$ cat src/rtl/reset_pkg.sv
// Purpose : shared types and constants for the reset sequencer slice.
// Latency : n/a (declarations only).
// Backpr. : n/a (declarations only).
package reset_pkg;

    // Upper bound on the number of sequenced reset outputs.
    localparam int unsigned MAX_STAGES = 8;

    typedef enum logic [2:0] {
        HOLD      = 3'd0,
        WAIT_LOCK = 3'd1,
        RELEASE   = 3'd2,
        DONE      = 3'd3,
        SOFT_HOLD = 3'd4
    } reset_state_t;

    // Largest of three sizing parameters, used to size the shared state counter.
    function automatic int unsigned max3(input int unsigned a,
                                         input int unsigned b,
                                         input int unsigned c);
        int unsigned m;
        m = (a > b) ? a : b;
        return (m > c) ? m : c;
    endfunction

endpackage

$ cat src/rtl/lock_filter.sv
// Purpose : synchronizes the PLL lock flag and qualifies it after LOCK_FILTER
//           consecutive high samples (saturating debounce counter).
// Latency : lock rising before edge E -> lock_qualified high after edge E+1+LOCK_FILTER.
// Backpr. : none; free-running filter, a single low sample disqualifies at once.
// Ports   : clock_in, async_reset_n_in (async active-low), pll_locked_in (async),
//           lock_qualified (registered).
module lock_filter #(
    parameter int unsigned LOCK_FILTER = 8
) (
    input  logic clock_in,
    input  logic async_reset_n_in,
    input  logic pll_locked_in,
    output logic lock_qualified
);

    localparam int unsigned FW = $clog2(LOCK_FILTER) + 1;

    logic          lock_meta;
    logic          lock_sync;
    logic [FW-1:0] high_cnt;

    always_ff @(posedge clock_in or negedge async_reset_n_in) begin
        if (!async_reset_n_in) begin
            lock_meta      <= 1'b0;
            lock_sync      <= 1'b0;
            high_cnt       <= '0;
            lock_qualified <= 1'b0;
        end else begin
            lock_meta <= pll_locked_in;
            lock_sync <= lock_meta;
            if (!lock_sync) begin
                // Any low sample restarts qualification from scratch.
                high_cnt       <= '0;
                lock_qualified <= 1'b0;
            end else if (high_cnt != FW'(LOCK_FILTER)) begin
                high_cnt <= high_cnt + FW'(1);
                if (high_cnt == FW'(LOCK_FILTER - 1)) begin
                    lock_qualified <= 1'b1;
                end
            end
        end
    end

endmodule

$ cat src/rtl/reset_sequencer.sv
// Purpose : releases STAGES active-low stage resets in order (stage 0 first) after
//           internal reset release and qualified PLL lock; supports soft re-sequencing.
// Latency : stage 0 at lock edge E+2+LOCK_FILTER, stage k STAGE_DELAY cycles later,
//           done one cycle after the last stage; soft request at S -> stages low after S+1.
// Backpr. : none; soft requests outside RELEASE/DONE are dropped.
// Ports   : clock_in, async_reset_n_in (async active-low), pll_locked_in (async),
//           soft_reset_request_in (1-cycle pulse), stage_reset_n_out[STAGES],
//           sequence_done_out, lock_lost_out.
// Config  : define RESET_SEQUENCER_LOCK_LOSS_EN to re-assert all stages when qualified
//           lock is lost after WAIT_LOCK and to drive the sticky lock_lost_out flag;
//           otherwise lock loss after WAIT_LOCK is ignored and lock_lost_out is 0.
module reset_sequencer
    import reset_pkg::*;
#(
    parameter int unsigned STAGES           = 4,
    parameter int unsigned STAGE_DELAY      = 16,
    parameter int unsigned LOCK_FILTER      = 8,
    parameter int unsigned SOFT_HOLD_CYCLES = 32
) (
    input  logic              clock_in,
    input  logic              async_reset_n_in,
    input  logic              pll_locked_in,
    input  logic              soft_reset_request_in,
    output logic [STAGES-1:0] stage_reset_n_out,
    output logic              sequence_done_out,
    output logic              lock_lost_out
);

    localparam int unsigned CNT_W = $clog2(max3(STAGE_DELAY, SOFT_HOLD_CYCLES, LOCK_FILTER)) + 1;

    reset_state_t      state_q, state_d;
    logic [CNT_W-1:0]  cnt_q, cnt_d;
    logic [STAGES-1:0] stage_q, stage_d;
    logic              done_q, done_d;
    logic              rst_meta, rst_sync;
    logic              soft_req_q;
    logic              lock_qualified;
    logic              lock_drop;
    logic              soft_go;

    // Assert asynchronously, deassert through two flops so HOLD exits cleanly.
    always_ff @(posedge clock_in or negedge async_reset_n_in) begin
        if (!async_reset_n_in) begin
            rst_meta <= 1'b0;
            rst_sync <= 1'b0;
        end else begin
            rst_meta <= 1'b1;
            rst_sync <= rst_meta;
        end
    end

    lock_filter #(
        .LOCK_FILTER (LOCK_FILTER)
    ) u_lock_filter (
        .clock_in         (clock_in),
        .async_reset_n_in (async_reset_n_in),
        .pll_locked_in    (pll_locked_in),
        .lock_qualified   (lock_qualified)
    );

    // The request is registered first; the FSM acts on it one edge after sampling.
    always_ff @(posedge clock_in or negedge async_reset_n_in) begin
        if (!async_reset_n_in) begin
            soft_req_q <= 1'b0;
        end else begin
            soft_req_q <= soft_reset_request_in;
        end
    end

`ifdef RESET_SEQUENCER_LOCK_LOSS_EN
    logic lost_q;

    assign lock_drop = !lock_qualified &&
                       (state_q == RELEASE || state_q == DONE || state_q == SOFT_HOLD);

    // Sticky until a soft request; a simultaneous loss wins over the clear.
    always_ff @(posedge clock_in or negedge async_reset_n_in) begin
        if (!async_reset_n_in) begin
            lost_q <= 1'b0;
        end else if (lock_drop) begin
            lost_q <= 1'b1;
        end else if (soft_req_q) begin
            lost_q <= 1'b0;
        end
    end

    assign lock_lost_out = lost_q;
`else
    assign lock_drop     = 1'b0;
    assign lock_lost_out = 1'b0;
`endif

    assign soft_go = soft_req_q && (state_q == RELEASE || state_q == DONE);

    always_ff @(posedge clock_in or negedge async_reset_n_in) begin
        if (!async_reset_n_in) begin
            state_q <= HOLD;
            cnt_q   <= '0;
            stage_q <= '0;
            done_q  <= 1'b0;
        end else begin
            state_q <= state_d;
            cnt_q   <= cnt_d;
            stage_q <= stage_d;
            done_q  <= done_d;
        end
    end

    always_comb begin
        state_d = state_q;
        stage_d = stage_q;
        done_d  = done_q;
        // Saturate rather than wrap; every state entry below reloads zero.
        cnt_d   = (cnt_q == {CNT_W{1'b1}}) ? cnt_q : cnt_q + CNT_W'(1);

        unique case (state_q)
            HOLD: begin
                stage_d = '0;
                done_d  = 1'b0;
                if (rst_sync) begin
                    state_d = WAIT_LOCK;
                    cnt_d   = '0;
                end
            end
            WAIT_LOCK: begin
                stage_d = '0;
                done_d  = 1'b0;
                if (lock_qualified) begin
                    state_d = RELEASE;
                    stage_d = STAGES'(1);
                    cnt_d   = '0;
                end
            end
            RELEASE: begin
                done_d = 1'b0;
                if (stage_q[STAGES-1]) begin
                    state_d = DONE;
                    done_d  = 1'b1;
                    cnt_d   = '0;
                end else if (cnt_q == CNT_W'(STAGE_DELAY - 1)) begin
                    // Thermometer fill keeps release strictly in bit order.
                    stage_d = (stage_q << 1) | STAGES'(1);
                    cnt_d   = '0;
                end
            end
            DONE: begin
                done_d = 1'b1;
            end
            SOFT_HOLD: begin
                stage_d = '0;
                done_d  = 1'b0;
                if (cnt_q == CNT_W'(SOFT_HOLD_CYCLES - 1)) begin
                    state_d = WAIT_LOCK;
                    cnt_d   = '0;
                end
            end
            default: begin
                state_d = HOLD;
                stage_d = '0;
                done_d  = 1'b0;
                cnt_d   = '0;
            end
        endcase

        // Lock loss outranks a coincident soft request.
        if (lock_drop) begin
            state_d = WAIT_LOCK;
            stage_d = '0;
            done_d  = 1'b0;
            cnt_d   = '0;
        end else if (soft_go) begin
            state_d = SOFT_HOLD;
            stage_d = '0;
            done_d  = 1'b0;
            cnt_d   = '0;
        end
    end

    assign stage_reset_n_out = stage_q;
    assign sequence_done_out = done_q;

endmodule

$ cat config.mk
export PLATFORM = sky130hd
export DESIGN_NAME = reset_sequencer
export DESIGN_NICKNAME = d
export VERILOG_FILES = /design/src/rtl/reset_pkg.sv /design/src/rtl/lock_filter.sv /design/src/rtl/reset_sequencer.sv
export SDC_FILE = /design/constraint.sdc
export NUM_CORES = 1
export LEC_CHECK = 0
export CORE_ASPECT_RATIO = 0.8
export CORE_UTILIZATION = 40
export CTS_BUF_LIST = sky130_fd_sc_hd__clkbuf_16
export DETAILED_ROUTE_END_ITERATION = 7
export PLACE_DENSITY_LB_ADDON = 0.2
export SLEW_MARGIN = 0
export SYNTH_ARGS = -nofsm -noshare
export SYNTH_HDL_FRONTEND = slang
export SYNTH_SLANG_ARGS = --single-unit
$ cat constraint.sdc
create_clock -name clock_in -period 1.75 [get_ports clock_in]
set_clock_uncertainty 0.15 [all_clocks]
set_input_delay 0.175 -clock clock_in [delete_from_list [all_inputs] [get_ports clock_in]]
set_output_delay 0.175 -clock clock_in [all_outputs]
set_load 0.1 [all_outputs]
==> results by stage, run 1 <==
Synthesis:
- Yosys printed 0 warnings.
- The gate count after technology mapping is roughly 110.
- Of the synthesized area, sequential elements account for 0.5178.
- The synthesized netlist contains 38 unique library cells.
- Synthesis inferred 24 register bits.
- The number of enable-type register cells in the synthesized netlist is 0.
- The netlist area before placement is roughly 1200 µm².
- By area the synthesized netlist is led by dfrtp_1 52%, mux2i_1 4.3%, nor2_1 3.9%, ha_1 3.2%, nand2_1 2.6%.
- Among all flip-flop cells after synthesis, the most frequent one is dfrtp_1.
- The synthesized area divided by synthesized cell count is between 10 and 15 µm².
- The share of flip-flops with an asynchronous set or reset is 1.000.
- The largest total area in the synthesized netlist belongs to dfrtp_1.
- Of the post-synthesis cell area, the dominant cell type holds 0.5178.
- The total nets after synthesis is between 100 and 150.

GRT:
- The first global-routing pass estimated approximately 3.9 mm of wire.
- The initial antenna violation count was 0.
- The total congestion overflow is 0.
- In the global route stage, overall resource usage came out at 0.1678.
- The number of global-route vias before repair is 810.
- Entering global routing, the biggest net connects 25 pins.

Final layout:
- The library cell used most frequently in the layout, excluding fill and tap cells, is dfrtp_1.
- Once layout is done, the placed cells without fillers occupy around 1500 µm².
- At the end of the flow, the number of nets in the layout was 132.
- The top cell types in the final layout, fill and taps aside, are 22 x dfrtp_1, 12 x nor2_1, 8 x nand2_1, 8 x buf_4.
- The repair_antennas step left the layout with diodes totalling 0.
- Across the whole layout, storage elements account for 603.1 µm².
- In the final layout, the share of cells above drive strength 1 is 0.2984.
- The filler cells instantiated in the layout total 253.
- Excluding fillers, the count of instances in the completed layout stands at roughly 160.
- Summing all multi-input logic gate instances after layout gives between 500 and 600 µm².
- The synthesis-to-finish area growth is 31.18%.

Drt:
- The via count normalized by instance count is a little over 5.
- The final layout contains routed wiring with a total length of about 2.3 mm.
- The number of remaining DRC errors is 0.
- Across all layers, the routed design uses roughly 800 vias.
- The initial DRC count is between 40 and 50.
- In the final routed layout, each cell accounts on average for about 14 µm.
- The detail route stage leaves a number of antenna-violating nets equal to 0.
- The number of detailed-routing iterations run before antenna repair is 4.

Placement:
- The wire-length estimate of the detail-placed layout is ~1.5 mm.
- The final weighted congestion in routability-driven placement is between 0.9 and 1.
- The standard cell area after detailed placement is 1380 µm².
- The number of placed instances, taps included, is roughly 160.
- Input and output buffers added on the ports amount to 8.
- Timing analysis after detailed placement gives a worst setup slack of -0.05726 ns.

Die:
- The die height is roughly 50 µm.
- The die width is 62.21 µm.
- The floorplan has 17 rows.
- The initial cell density of the core is 0.4195.
- In this run the standard cell core region covers roughly 2800 µm².
- The floorplan step defined a die boundary enclosing around 3100 µm².
- The top-level port count is 10.

Outcome:
- The run finished, with violations left.
- The final reports fail on setup timing.

STA:
- In the finished design, the share of the clock period the worst path needs comes to 1.040.
- The number of endpoints failing setup at the final stage is 5.
- Hold timing on the final database bottoms out at a slack of about 0.12 ns.
- Setup repair after global routing could not meet its margin everywhere.
- The count of pins over their slew limit was 0.
- The peak clock frequency supported by timing is between 0.5 and 0.6 GHz.
- The clock period minus final worst setup slack is 1.820 ns.
- The transition time at the pin with the least slew margin is 0.5828 ns.
- The worst slew slack as a fraction of its limit is 0.6100.
- The final number of hold-violating endpoints is 0.
- In the post-route analysis, the smallest setup slack over all paths is -0.06981 ns.

Run:
- The number of violations of the max-capacitance limit is 0.

Clocking:
- In this run the number of H-tree levels came out at 1.
- After clock tree synthesis, the clock-pin slew on the worst setup and hold paths is 0.06 ns.
- The number of clock sinks is 24.
- TritonCTS built the clock tree.
- At the later pin of the worst-skew pair, clock insertion delay measures between 0.2 and 0.3 ns.
- The CTS root buffer is clkbuf_16.
- The clock passes through at most 2 buffers.
- The number of buffers inserted during clock tree synthesis is 3.

Power and ir drop:
- The switching component of the power is ~540 µW.
- Internal power comes to around 1300 µW.
- Of the total power, combinational logic draws 0.269.
- The net switching share of the total power is 0.2864.
- The clock share of power is 0.344.
- Power spread over the standard cell area amounts to approximately 1200 nW/µm².
- The worst ir drop on vdd is about 0.69 mV.
- The final total power is between 1500 and 2000 µW.
- The leakage power figure is approximately 0.00067 µW.
- The sequential fraction of design power is 0.387.

Hold path:
- The classification of the worst-slack hold path is primary input to asynchronous set/reset pin.

Critical path:
- Data on the critical path is required at its endpoint by about 1.7 ns.
- The worst setup path is captured at a flip-flop.
- STA classifies the critical path startpoint as a flip-flop.
- The worst path arrival time is approximately 1.8 ns.
- The maximum net fanout on the critical path is 5.
- The setup slack of the most critical reg-to-reg path is -0.07 ns.
- The category of the critical setup timing path is flip-flop to flip-flop.
[critical path, cell delays in order (launching register included)]
cell      delay, ns
dfrtp_1        0.38
ha_2           0.20
nand4_1        0.10
or3_4          0.37
a221oi_4       0.27
buf_6          0.16
nor3_2         0.05
[power groups by stage]
| stage | Sequential [µW] | Combinational (µW) | Clock [µW] |
|---|---|---|---|
| 2_1_floorplan | 733 | 262 | 0 |
| 3_3_place_gp | 732 | 420 | 0 |
| 3_5_place_dp | 735 | 437 | 0 |
| 4_1_cts | 730 | 500 | 660 |
| 5_1_grt | 741 | 563 | 689 |
| 6_report | 731 | 509 | 650 |
[synthesized netlist by cell type (all sizes together), types with 2 or more instances]
library cell	instances
nand3	4
nor3	5
and2	3
xnor2	3
or3	2
a221oi	2
mux2i	5
nor2b	2
buf	2
and3	3
a21oi	2
nand3b	2
a211oi	2
nor2	12
nand2b	3
ha	3
inv	5
dfrtp	24
conb	2
nand2	8
[routing by layer]
layer,wire length [µm],track usage,up-vias,share of wire
met5,0,0,-,0
met4,51,0.06977,0,0.022
met3,77,0.04773,6,0.034
met2,1077,0.2601,17,0.47
met1,1072,0.2219,402,0.47
li1,-,-,399,-
[kinds of logic (layout without fill, tap and decap cells)]
| logic type | after synthesis | count (layout) | share of synthesized area |
|---|---|---|---|
| adders and majority gates | 3 | 3 | 0.03237 |
| xor gates and xnor gates | 4 | 4 | 0.03021 |
| muxes | 5 | 5 | 0.04315 |
| DFF | 24 | 24 | 0.5178 |
| and+or+nand+nor | 47 | 47 | 0.2190 |
| buffers and inverters | 7 | 26 | 0.03237 |
| AOI/OAI and AO/OA | 13 | 13 | 0.1187 |
| other | 2 | 2 | 0.006475 |
[sequential cells by signal (all words and copies together), names as in the netlist]
register and flops:
cnt_q 6, rst_meta 1, rst_sync 1, sequence_done_out 1, soft_req_q 1, stage_reset_n_out 4
state_q 3, u_lock_filter.high_cnt 4, u_lock_filter.lock_meta 1, u_lock_filter.lock_qualified 1, u_lock_filter.lock_sync 1
[metrics by stage]
step / util / TNS (ns)
after global routing: 0.5502 / -0.7044
after floorplan: - / 0
after CTS: 0.5475 / -0.7197
after detailed placement: 0.4991 / -0.2399
after global placement: 0.4991 / -0.002530
final: 0.5502 / -0.3369
[what timing repair did]
action	4_1_cts	5_1_grt
gates cloned	0	0
pin swaps	7	1
buffers inserted	1	0
resized for setup	5	3
hold buffers	0	0
setup endpoints to repair	5	7
[final timing paths]
path                            cells past startpoint                                end                              start
worst max-delay path                                6                 cnt_q[0]$_DFF_PN0_                 cnt_q[0]$_DFF_PN0_
worst min-delay path                                2        sequence_done_out$_DFF_PN0_                   async_reset_n_in
worst max register to register                      6                 cnt_q[0]$_DFF_PN0_                 cnt_q[0]$_DFF_PN0_
worst min register to register                      0  u_lock_filter.lock_sync$_DFF_PN0_  u_lock_filter.lock_meta$_DFF_PN0_
max in group asynchronous                           2   stage_reset_n_out[3]$_DFFE_PN0P_                   async_reset_n_in
min in group clock_in                               0  u_lock_filter.lock_sync$_DFF_PN0_  u_lock_filter.lock_meta$_DFF_PN0_
[layout make-up]
type / count / area share
clock buffer: 3 / 0.04934
clock inverter: 1 / 0.01974
inverter: 5 / 0.01234
multi-input combinational: 74 / 0.3586
sequential: 24 / 0.3964
tap: 38 / 0.03125
timing repair buffer: 17 / 0.1324
(Power assumes the default switching activity.)
==> run 2, diff against run 1 <==
==> constraint.sdc (replaced) <==
create_clock -name clock_in -period 1.75 [get_ports clock_in]
set_clock_uncertainty 0.15 [all_clocks]
set_input_delay 0.35 -clock clock_in [delete_from_list [all_inputs] [get_ports clock_in]]
set_output_delay 0.35 -clock clock_in [all_outputs]
set_load 0.1 [all_outputs]
==> run 2 against run 1 <==
Against the previous run: the run still ends with setup timing left; sequential cell count unchanged; die area is the same; critical path depth down 1; routed wire length is 8.7% lower; cell count did not move; utilization decreased by 1.3 points; total power fell by 9.4%; via count is 2.8% lower; setup slack got worse by 0.020 ns; first-iteration DRC count fell by 27%; sequential share of layout area up 0.85 points; cell area fell by 2.3%; critical path type unchanged.
==> results by stage, run 2 (synthesis gave the netlist of run 1 again) <==
Clocking:
- The clock-pin slew of the registers on the worst-case setup and hold paths came to 0.06 ns (about the same).
- The number of clock sinks was 24 (unchanged).
- The clock latency on the worst-skew pair came to 0.25 ns (was 0.26 ns).
- The number of buffers between clock root and the deepest sink is 2 (unchanged).
- The number of buffers inserted during clock tree synthesis is 3 (unchanged).
- The CTS root buffer is clkbuf_16 (unchanged).
- The clock tree from TritonCTS is done (unchanged).
- The deepest level of the CTS H-tree is 1 (unchanged).

Placement:
- The count of buffers from port buffering is 8 (unchanged).
- The final weighted congestion in routability-driven placement is 0.8560 (was 0.9110).
- The HPWL after detailed placement came to 1.529 mm (was 1.485 mm).

Critical path:
- The terminus of the critical flop-to-flop path is cnt_q[1]$_DFF_PN0_ (was cnt_q[0]$_DFF_PN0_).
- The capturing element type of the critical path is a flip-flop (unchanged).
- The required time reported for the critical path endpoint came to 1.71 ns (about the same).
- The worst path arrival time is 1.80 ns (was 1.78 ns).
- The maximum net fanout on the critical path came to 5 (unchanged).
- The setup slack of the most critical reg-to-reg path is -0.09 ns (was -0.07 ns).
- The critical register-to-register path startpoint is cnt_q[0]$_DFF_PN0_ (unchanged).
- The kind of launch point of the worst setup path is a flip-flop (unchanged).
- The number of cells on the worst reg-to-reg path is 5 (was 6).
- The category of the critical setup timing path is flip-flop to flip-flop (unchanged).

GRT:
- The total congestion overflow is 0 (unchanged).
- The total routing usage reported by global routing was 0.1546 (was 0.1678).
- The wire length of the first global-routing pass was 3.636 mm (was 3.912 mm).
- The initial antenna violation count is 0 (unchanged).
- The number of global-route vias before repair came to 801 (was 810).
- The pin count of the biggest net entering global routing came to 25 (unchanged).

Power and ir drop:
- The power density over the cells is 1152 nW/µm² (was 1243 nW/µm²).
- The leakage power figure was 0.0006511 µW (was 0.0006662 µW).
- The clock share of power was 0.284 (was 0.344).
- The internal power is 1203 µW (was 1350 µW).
- The sequential fraction of design power is 0.432 (was 0.387).
- The worst ir drop on vdd came to 0.6425 mV (was 0.6892 mV).
- The net switching share of the total power is 0.2974 (was 0.2864).
- The switching component of the power was 509.4 µW (was 541.5 µW).
- The share of power burned in combinational logic is 0.284 (was 0.269).

STA:
- The worst slew slack as a fraction of its limit is 0.6426 (was 0.6100).
- The peak clock frequency supported by timing is 0.5435 GHz (was 0.5495 GHz).
- The slack of the critical path was -0.08983 ns (was -0.06981 ns).
- The final number of hold-violating endpoints is 0 (unchanged).
- The transition time at the pin with the least slew margin is 0.5342 ns (was 0.5828 ns).
- The post-route clock period utilization is 1.051 (was 1.040).
- The clock period minus final worst setup slack came to 1.840 ns (was 1.820 ns).
- The final setup TNS is -0.3532 ns (was -0.3369 ns).
- The number of endpoints failing setup at the final stage is 5 (unchanged).
- The count of pins over their slew limit is 0 (unchanged).
- Unrepaired setup endpoints after global routing: true (unchanged).

Final layout:
- The flip-flop and latch area is 601.8 µm² (was 603.1 µm²).
- The proportion of layout cells with a drive suffix above 1 was 0.2581 (was 0.2984).
- Most frequent cells in the layout: 23 x dfrtp_1, 12 x nor2_1, 9 x buf_4 (was 22 x dfrtp_1, 12 x nor2_1, 8 x nand2_1, 8 x buf_4).
- The most flop-heavy register is cnt_q (unchanged).
- The count of antenna diodes in the layout is 0 (unchanged).
- The flip-flop count of the largest register after layout is 6 (unchanged).
- The leading cell type in the layout, fill and taps excluded is dfrtp_1 (unchanged).
- The count of fill cells added during filler insertion came to 248 (was 253).
- The core utilization of the finished layout came to 0.5376 (was 0.5502).
- The synthesis-to-finish area growth is 28.16% (was 31.18%).
- The multi-input gate area in the final layout is 541.8 µm² (was 545.5 µm²).
- The number of nets in the layout is 132 (unchanged).

Die:
- The die area is 3121 µm² (unchanged).
- The top-level port count is 10 (unchanged).
- The initial cell density of the core is 0.4195 (unchanged).
- The area of the core came to 2765 µm² (unchanged).
- The row count was 17 (unchanged).
- The die width is 62.21 µm (unchanged).
- The die height is 50.17 µm (unchanged).

Hold path:
- The classification of the worst-slack hold path was flip-flop to flip-flop (was primary input to asynchronous set/reset pin).
- In this run the most critical hold path is launched from u_lock_filter.lock_meta$_DFF_PN0_.
- For hold timing, the worst endpoint is u_lock_filter.lock_sync$_DFF_PN0_.
- The number of instances on the worst hold path is 0.

Drt:
- The via count normalized by instance count is 4.944 (was 5.086).
- The routed length on met1 came to 1.051 mm (was 1.072 mm).
- The met3 routed wirelength is 37 µm (was 77 µm).
- The number of detailed-routing iterations run before antenna repair is 4 (unchanged).
- The detailed route wirelength on metal2 is 974 µm (was 1.077 mm).
- The initial DRC count came to 33 (was 45).
- The remaining antenna violation count after routing is 0 (unchanged).
- The highest metal layer used by the detailed router is met4 (unchanged).
- The wire length after detailed routing is 2.079 mm (was 2.278 mm).
- The total via count in the routed design was 801 (was 824).
- The average detailed-routed wire length per instance is 12.83 µm (was 14.06 µm).
- The number of remaining DRC errors is 0 (unchanged).

Outcome:
- Violations in the final reports: setup timing (unchanged).
- Result of the run: finished, violations left (unchanged).

Run:
- The number of violations of the max-capacitance limit is 0 (unchanged).
run 2: cell types whose count changed in the layout (fill, tap and decap cells not counted), sizes merged:
cell,delta
clkinv,+1
bufinv,-1
run 2: through the flow:
stage / std cells / setup slack (ns) / hold WS, ns / power (µW) / cell area, µm²
global route: 162 / -0.1678 / 0.2053 / 1830 / 1486
global placement: 157 / -0.0004824 / 0.1830 / 1151 / 1380
floorplan: 105 / 0.01222 / -0.09559 / 995.6 / 1161
detailed placement: 157 / -0.06496 / 0.1855 / 1175 / 1380
CTS: 162 / -0.07069 / 0.1992 / 1700 / 1469
finish: 162 / -0.08983 / 0.1979 / 1713 / 1486
run 2: area by class of cell:
type,instances,area share
Inverter,5,0.01263
Sequential cell,24,0.4049
Clock inverter,1,0.002525
Multi-Input combinational cell,74,0.3645
Tap cell,38,0.03199
Timing Repair Buffer,17,0.1330
Clock buffer,3,0.05050
run 2: worst max path at each step:
stage / startpoint / endpoint / slack, ns / depth (start not counted)
global route: cnt_q[0]$_DFF_PN0_ / cnt_q[2]$_DFF_PN0_ / -0.17 / 5
finish: cnt_q[0]$_DFF_PN0_ / cnt_q[1]$_DFF_PN0_ / -0.09 / 5
floorplan: cnt_q[0]$_DFF_PN0_ / cnt_q[2]$_DFF_PN0_ / 0.01 / 5
CTS: cnt_q[1]$_DFF_PN0_ / cnt_q[1]$_DFF_PN0_ / -0.07 / 5
detailed placement: cnt_q[1]$_DFF_PN0_ / cnt_q[2]$_DFF_PN0_ / -0.06 / 5
global placement: cnt_q[0]$_DFF_PN0_ / cnt_q[2]$_DFF_PN0_ / -0.0005 / 5
run 2: critical path, cell delays in order (launching register included):
cell      delay, ns
dfrtp_1        0.39
ha_4           0.15
nand4_1        0.12
or3_4          0.37
a221oi_4       0.41
nor3_1         0.11
run 2: metal layers:
layer | up-vias | global-route usage
li1 | 396 | -
met1 | 394 | 0.2143
met2 | 9 | 0.2326
met3 | 2 | 0.04091
met4 | 0 | 0.05814
met5 | - | 0
run 2: power by group through the flow:
| stage | sequential [µW] | combinational (µW) | clock [µW] |
|---|---|---|---|
| 6_report | 740 | 487 | 486 |
| 5_1_grt | 752 | 558 | 521 |
| 4_1_cts | 729 | 467 | 504 |
| 3_5_place_dp | 738 | 437 | 0 |
| 3_3_place_gp | 732 | 419 | 0 |
| 2_1_floorplan | 733 | 262 | 0 |
run 2: timing repair:
item / 4_1_cts / 5_1_grt
gates resized for setup: 1 / 3
pin swaps: 1 / 2
setup endpoints to repair: 5 / 6
setup buffers: 1 / 0
hold buffers: 0 / 0
